==> src/rtl/mem_arbiter_pkg.sv <==
// Shared types for the memory-port arbiter.
// FSM state encoding used by mem_arbiter.
package mem_arb_pkg;

    typedef enum logic [1:0] {
        IDLE = 2'd0,
        BUSY = 2'd1,
        RESP = 2'd2
    } arb_state_e;

endpackage

==> src/rtl/mem_arbiter_if.sv <==
// Requester and memory-side bundle of the arbiter.
// master = arbiter view, slave = requesters plus memory.
interface mem_arbiter_if #(
    parameter int NUM_REQ = 2,
    parameter int ADDR_W  = 16,
    parameter int DATA_W  = 32
);
    logic [NUM_REQ-1:0]             req;
    logic [NUM_REQ-1:0]             req_wr;
    logic [NUM_REQ-1:0][ADDR_W-1:0] req_addr;
    logic [NUM_REQ-1:0][DATA_W-1:0] req_wdata;
    logic [NUM_REQ-1:0]             done;
    logic [NUM_REQ-1:0]             err;
    logic [DATA_W-1:0]              rdata;
    logic                           mem_rd;
    logic                           mem_wr;
    logic [ADDR_W-1:0]              mem_addr;
    logic [DATA_W-1:0]              mem_wdata;
    logic [DATA_W-1:0]              mem_rdata;
    logic                           mem_ready;

    modport master (
        input  req, req_wr, req_addr, req_wdata,
        input  mem_rdata, mem_ready,
        output done, err, rdata,
        output mem_rd, mem_wr, mem_addr, mem_wdata
    );

    modport slave (
        output req, req_wr, req_addr, req_wdata,
        output mem_rdata, mem_ready,
        input  done, err, rdata,
        input  mem_rd, mem_wr, mem_addr, mem_wdata
    );
endinterface

==> src/rtl/mem_arbiter_picker.sv <==
// Round-robin picker: first set request after last_grant.
// Purely combinational; the caller registers the result.
module rr_picker #(
    parameter  int NUM_REQ = 2,
    localparam int IW      = $clog2(NUM_REQ)
) (
    input  logic [NUM_REQ-1:0] req,
    input  logic [IW-1:0]      last_grant,
    output logic [NUM_REQ-1:0] grant,
    output logic [IW-1:0]      idx,
    output logic               valid
);

    // Scan from last_grant+1 upward, wrapping, first hit wins.
    always_comb begin
        int j;
        j     = 0;
        grant = '0;
        idx   = '0;
        valid = 1'b0;
        for (int i = 1; i <= NUM_REQ; i++) begin
            j = (int'(last_grant) + i) % NUM_REQ;
            if (!valid && req[IW'(j)]) begin
                valid          = 1'b1;
                idx            = IW'(j);
                grant[IW'(j)]  = 1'b1;
            end
        end
    end

endmodule

==> src/rtl/mem_arbiter.sv <==
// Round-robin arbiter sharing one memory port between requesters.
// One access in flight, ready handshake with optional timeout.
module mem_arbiter
    import mem_arb_pkg::*;
#(
    parameter int NUM_REQ = 2,
    parameter int ADDR_W  = 16,
    parameter int DATA_W  = 32,
    parameter int TIMEOUT = 255
) (
    input logic          clk,
    input logic          rst_n,
    mem_arbiter_if.master bus
);

    localparam int IW = $clog2(NUM_REQ);
    localparam int CW = (TIMEOUT > 0) ? $clog2(TIMEOUT + 1) : 1;
    localparam logic [CW-1:0] CLAST =
        (TIMEOUT > 0) ? CW'(TIMEOUT - 1) : '0;

    arb_state_e         state;
    logic [IW-1:0]      last_grant;
    logic [NUM_REQ-1:0] grant_q;
    logic [CW-1:0]      cnt;

    logic [NUM_REQ-1:0] pick_grant;
    logic [IW-1:0]      pick_idx;
    logic               pick_valid;

    logic [IW-1:0]      idx_q;
    logic               mem_rd_q;
    logic               mem_wr_q;
    logic [ADDR_W-1:0]  mem_addr_q;
    logic [DATA_W-1:0]  mem_wdata_q;
    logic [NUM_REQ-1:0] done_q;
    logic [NUM_REQ-1:0] err_q;
    logic [DATA_W-1:0]  rdata_q;

    rr_picker #(
        .NUM_REQ(NUM_REQ)
    ) u_pick (
        .req       (bus.req),
        .last_grant(last_grant),
        .grant     (pick_grant),
        .idx       (pick_idx),
        .valid     (pick_valid)
    );

    // Arbitration FSM; every bus-facing output is a register here.
    always_ff @(posedge clk or negedge rst_n) begin
        if (!rst_n) begin
            state       <= IDLE;
            last_grant  <= IW'(NUM_REQ - 1);
            grant_q     <= '0;
            idx_q       <= '0;
            cnt         <= '0;
            mem_rd_q    <= 1'b0;
            mem_wr_q    <= 1'b0;
            mem_addr_q  <= '0;
            mem_wdata_q <= '0;
            done_q      <= '0;
            err_q       <= '0;
            rdata_q     <= '0;
        end else begin
            unique case (state)
                IDLE: begin
                    if (pick_valid) begin
                        idx_q       <= pick_idx;
                        grant_q     <= pick_grant;
                        mem_rd_q    <= ~bus.req_wr[pick_idx];
                        mem_wr_q    <= bus.req_wr[pick_idx];
                        mem_addr_q  <= bus.req_addr[pick_idx];
                        mem_wdata_q <= bus.req_wdata[pick_idx];
                        cnt         <= '0;
                        state       <= BUSY;
                    end
                end
                BUSY: begin
                    if (bus.mem_ready) begin
                        mem_rd_q <= 1'b0;
                        mem_wr_q <= 1'b0;
                        done_q   <= grant_q;
                        rdata_q  <= mem_rd_q ? bus.mem_rdata : '0;
                        state    <= RESP;
                    end else if (TIMEOUT != 0 && cnt == CLAST) begin
                        mem_rd_q <= 1'b0;
                        mem_wr_q <= 1'b0;
                        done_q   <= grant_q;
                        err_q    <= grant_q;
                        rdata_q  <= '0;
                        state    <= RESP;
                    end else if (cnt != '1) begin
                        cnt <= cnt + 1'b1;
                    end
                end
                RESP: begin
                    done_q     <= '0;
                    err_q      <= '0;
                    rdata_q    <= '0;
                    last_grant <= idx_q;
                    state      <= IDLE;
                end
                default: state <= IDLE;
            endcase
        end
    end

    assign bus.mem_rd    = mem_rd_q;
    assign bus.mem_wr    = mem_wr_q;
    assign bus.mem_addr  = mem_addr_q;
    assign bus.mem_wdata = mem_wdata_q;
    assign bus.done      = done_q;
    assign bus.err       = err_q;
    assign bus.rdata     = rdata_q;

endmodule
==> src/flat_wrapper.sv <==
// flat-port wrapper written by rule: the top's interface ports become plain ports
module mem_arbiter_flat import mem_arb_pkg::*;
#(
    parameter int NUM_REQ = 2,
    parameter int ADDR_W  = 16,
    parameter int DATA_W  = 32,
    parameter int TIMEOUT = 255
)
  (clk, rst_n, bus_req, bus_req_wr, bus_req_addr, bus_req_wdata, bus_mem_rdata, bus_mem_ready, bus_done, bus_err, bus_rdata, bus_mem_rd, bus_mem_wr, bus_mem_addr, bus_mem_wdata);
  mem_arbiter_if #(.NUM_REQ(NUM_REQ), .ADDR_W(ADDR_W), .DATA_W(DATA_W)) bus_i ();
  input logic clk;
  input logic rst_n;
  input wire logic [$bits(bus_i.req)-1:0] bus_req;
  input wire logic [$bits(bus_i.req_wr)-1:0] bus_req_wr;
  input wire logic [$bits(bus_i.req_addr)-1:0] bus_req_addr;
  input wire logic [$bits(bus_i.req_wdata)-1:0] bus_req_wdata;
  input wire logic [$bits(bus_i.mem_rdata)-1:0] bus_mem_rdata;
  input wire logic [$bits(bus_i.mem_ready)-1:0] bus_mem_ready;
  output wire logic [$bits(bus_i.done)-1:0] bus_done;
  output wire logic [$bits(bus_i.err)-1:0] bus_err;
  output wire logic [$bits(bus_i.rdata)-1:0] bus_rdata;
  output wire logic [$bits(bus_i.mem_rd)-1:0] bus_mem_rd;
  output wire logic [$bits(bus_i.mem_wr)-1:0] bus_mem_wr;
  output wire logic [$bits(bus_i.mem_addr)-1:0] bus_mem_addr;
  output wire logic [$bits(bus_i.mem_wdata)-1:0] bus_mem_wdata;
  assign bus_i.req = bus_req;
  assign bus_i.req_wr = bus_req_wr;
  assign bus_i.req_addr = bus_req_addr;
  assign bus_i.req_wdata = bus_req_wdata;
  assign bus_i.mem_rdata = bus_mem_rdata;
  assign bus_i.mem_ready = bus_mem_ready;
  assign bus_done = bus_i.done;
  assign bus_err = bus_i.err;
  assign bus_rdata = bus_i.rdata;
  assign bus_mem_rd = bus_i.mem_rd;
  assign bus_mem_wr = bus_i.mem_wr;
  assign bus_mem_addr = bus_i.mem_addr;
  assign bus_mem_wdata = bus_i.mem_wdata;
  mem_arbiter #(.NUM_REQ(NUM_REQ), .ADDR_W(ADDR_W), .DATA_W(DATA_W), .TIMEOUT(TIMEOUT)) u_core (.clk(clk), .rst_n(rst_n), .bus(bus_i));
endmodule
==> config.mk <==
export PLATFORM = sky130hd
export DESIGN_NAME = mem_arbiter_flat
export DESIGN_NICKNAME = d
export VERILOG_FILES = /design/src/rtl/mem_arbiter_pkg.sv /design/src/rtl/mem_arbiter_if.sv /design/src/rtl/mem_arbiter_picker.sv /design/src/rtl/mem_arbiter.sv /design/src/flat_wrapper.sv
export SDC_FILE = /design/constraint.sdc
export NUM_CORES = 1
export LEC_CHECK = 0
export CAP_MARGIN = 40
export CORE_ASPECT_RATIO = 0.6
export CORE_MARGIN = 1.5
export CORE_UTILIZATION = 43
export DETAILED_ROUTE_END_ITERATION = 7
export PLACE_DENSITY = 0.9
export REMOVE_ABC_BUFFERS = 1
export SYNTH_ARGS = -nofsm -noshare
export SYNTH_HDL_FRONTEND = slang
export SYNTH_SLANG_ARGS = --single-unit
==> constraint.sdc <==
create_clock -name clk -period 2.6 [get_ports clk]
set_input_delay 0.52 -clock clk [delete_from_list [all_inputs] [get_ports clk]]
set_output_delay 0.52 -clock clk [all_outputs]
set_load 0.02 [all_outputs]
==> summary.txt <==
Placed design
  • Cell Area, Placed: 6620 um2
  • IO Port Bufs: 217
  • Pre-CTS setup slack: 385 ps
  • Post-DP HPWL: 9490 um
  • Post-Place Cells: 718
  • GP Congestion: 0.873

Power and ir drop
  • Pleak: 0.00307 uW
  • Peak supply drop: 0.000513 V
  • PwrDens: 1100 nW/um2

Setup path
  • CP peak stage delay: 560 ps
  • Most used cell along the critical path: inv_1
  • Flop-to-flop setup slack: 280 ps
  • Worst Path Arrival: 2560 ps
  • CP cell instances: inv_1 > ha_1 > inv_1 > nor3_2 > nand4_1 > o211ai_1
  • Crit. path cell count: 6
  • Worst R2R End: u_core.cnt[5]
  • Worst Setup Path Type: reg2reg
  • Req. time, crit path: 2840 ps
  • Reg2Reg Depth: 6
  • CP bufs+invs: 2
  • Top delay family on crit path: simple AND/OR/NAND/NOR gates
  • Crit-path slowest cell: ha_1
  • Launching point of the worst reg2reg path: u_core.state[1]
  • CP startpoint kind: flop
  • Crit-path max FO: 15
  • Crit end category: flop

Floorplan
  • Die width: 133 um
  • Area of the core: 9810 um2
  • Rows: 28
  • Die height: 80.8 um
  • Top-Level Pins: 221
  • Initial Util: 44.2%
  • DIE AREA: 10700 um2

Synth
  • Post-Syn Instances: 384
  • Number of flops mapped to enable cells by yosys: 0
  • Yosys cell types: 43
  • Yosys warns: 0
  • Syn Area/Cell: 11.3 um2
  • Ys flop type: dfrtp_1
  • Mapped Area: 4330 um2
  • Ys async rst share: 100%
  • Post-synthesis register bit count: 97
  • Sequential cell area fraction in the yosys report: 56.0%

Clock tree
  • Cts hold-fix bufs: 0
  • Resize count post-CTS: 0
  • Htree depth: 3
  • Clock Latency Late Sink: 340 ps
  • CTS tree: yes
  • TritonCTS buffer count: 9
  • Setup bufs post-CTS: 0
  • Root buffer cell: clkbuf_16
  • Maximum clock path buffer count: 2
  • Clk sink count: 97
  • Clock-pin slew on the worst setup and hold paths: 70 ps

Global route
  • Initial antenna violation count: 0
  • First-pass GRT wire length: 19900 um
  • GRT Total Usage: 23.8%
  • Vias in the first global route: 3878
  • Grt total ovfl: 0
  • Pin count of the biggest net entering global routing: 53

Drt
  • Detail Route Antenna Nets: 0
  • Pre-antenna DRT Iters: 5
  • Final wirelength: 12600 um
  • Routed wire per std cell: 17.2 um
  • Residual DRC: 0
  • Starting DRT DRC Count: 243
  • Via-to-Cell Ratio: 5.17
  • Via count: 3792

Final layout
  • Fillers: 717
  • Final cell count without fillers: 734
  • Final Util: 70.4%
  • Most common cell after layout, fill and taps aside: clkdlybuf4s50_1
  • Ant. Diodes: 0
  • Fin area: 6900 um2
  • Layout cells sized above 1: 5.84%
  • Most frequent cells in the layout: clkdlybuf4s50_1 (216), dfrtp_1 (96), nand2_1 (61)
  • Layout net count: 735
  • Layout area overhead: 59.3%

Flow run
  • Max-cap violation count: 0

Timing
  • Period utilisation layout: 89.4%
  • Final slew viol count: 0
  • Final min period: 2320 ps
  • Final Hold Vio Count: 0
  • Final WS setup: 276 ps
  • Setup-failing EPs final: 0
  • RSZ-0062 raised after global routing: no
  • Peak Freq: 0.430 GHz
  • Worst-margin pin slew: 604 ps
  • Final setup skew: 7.77 ps
  • Slew headroom: 59.7%
  • Setup TNS: 0 ps

Outcome
  • Status: completed

Worst hold path
  • Worst hold path type: in2async
==> where the power goes <==
part           total [uW]  internal, uW  switching (uW)
registers            2540          2120             416
logic                3840          1810            2030
clock network        1240           676             565
==> synthesized netlist by cell type (2+ instances only) <==
library cell   n  share of area [%]
a22o_1        32                6.5
ha_1           6                1.7
o211ai_1       3               0.52
clkbuf_1      16                1.4
o21ai_0       53                6.1
nand2_1       62                5.4
mux2i_1       48                 11
nand4_1        3               0.43
nand2b_1       3               0.43
nand3_1        3               0.35
buf_4          2               0.35
buf_6          3               0.78
mux2_2         2               0.52
nor2b_1        3               0.43
a31oi_1        6               0.87
buf_2          5               0.58
a21oi_1        3               0.35
dfrtp_1       96                 55
inv_1          8               0.69
mux2_4         2               0.69
nor2_1         3               0.26
==> metrics by stage <==
step,hold WS (ps),power (uW)
floorplan,224,4550
global placement,458,6240
detailed placement,461,6410
CTS,157,7670
global route,176,8030
finish,142,7620
==> registers in the layout, summed over array words and instances (netlist names) <==
signal,count
u_core.last_grant,1
u_core.state,2
u_core.bus.mem_wdata,32
u_core.bus.rdata,32
u_core.idx_q,1
u_core.bus.err,1
u_core.cnt,8
u_core.bus.mem_wr,1
u_core.grant_q,1
u_core.bus.mem_addr,16
u_core.bus.done,1
u_core.bus.mem_rd,1
==> logic make-up after synthesis <==
logic type      count (synthesis)  share of synthesized area (%)
compound gates                106                           16.4
fa+ha+maj                       6                           1.73
buf+inv                        34                           3.78
flops                          97                           56.0
mux                            53                           12.6
other cells                     1                         0.0865
simple gates                   87                           9.36
==> metal layers <==
metal	global-route usage, %	wire length, um	up-vias
li1	-	-	1794
met2	42.5	6290	162
met4	6.26	182	0
met1	29.9	5380	1817
met5	0	0	-
met3	5.24	743	19
==> worst register-to-register path, stage by stage, from the launching register on <==
cell and delay [ps]:
dfrtp_1 390, inv_1 120, ha_1 560, inv_1 220, nor3_2 470, nand4_1 220
o211ai_1 230
==> how the worst max path moves through the flow <==
stage,start,end,slack [ps]
2_1_floorplan,u_core.state[0],u_core.bus.mem_rd,90
3_3_place_gp,bus_req[0],u_core.cnt[1],440
3_5_place_dp,bus_req[0],u_core.cnt[1],390
4_1_cts,u_core.state[1],u_core.cnt[5],400
5_1_grt,u_core.state[1],u_core.cnt[5],140
6_report,u_core.state[1],u_core.cnt[5],280
==> final cells by class <==
cell class / instances / area (um2) / area share (%)
clock buffer: 10 / 239 / 3.46
multi-input combinational: 254 / 1750 / 25.3
tap: 135 / 169 / 2.45
timing repair buffer: 224 / 2250 / 32.5
sequential: 97 / 2430 / 35.2
clock inverter: 6 / 43.8 / 0.634
inverter: 8 / 30.0 / 0.435
Power figures use the tool's default switching activity.
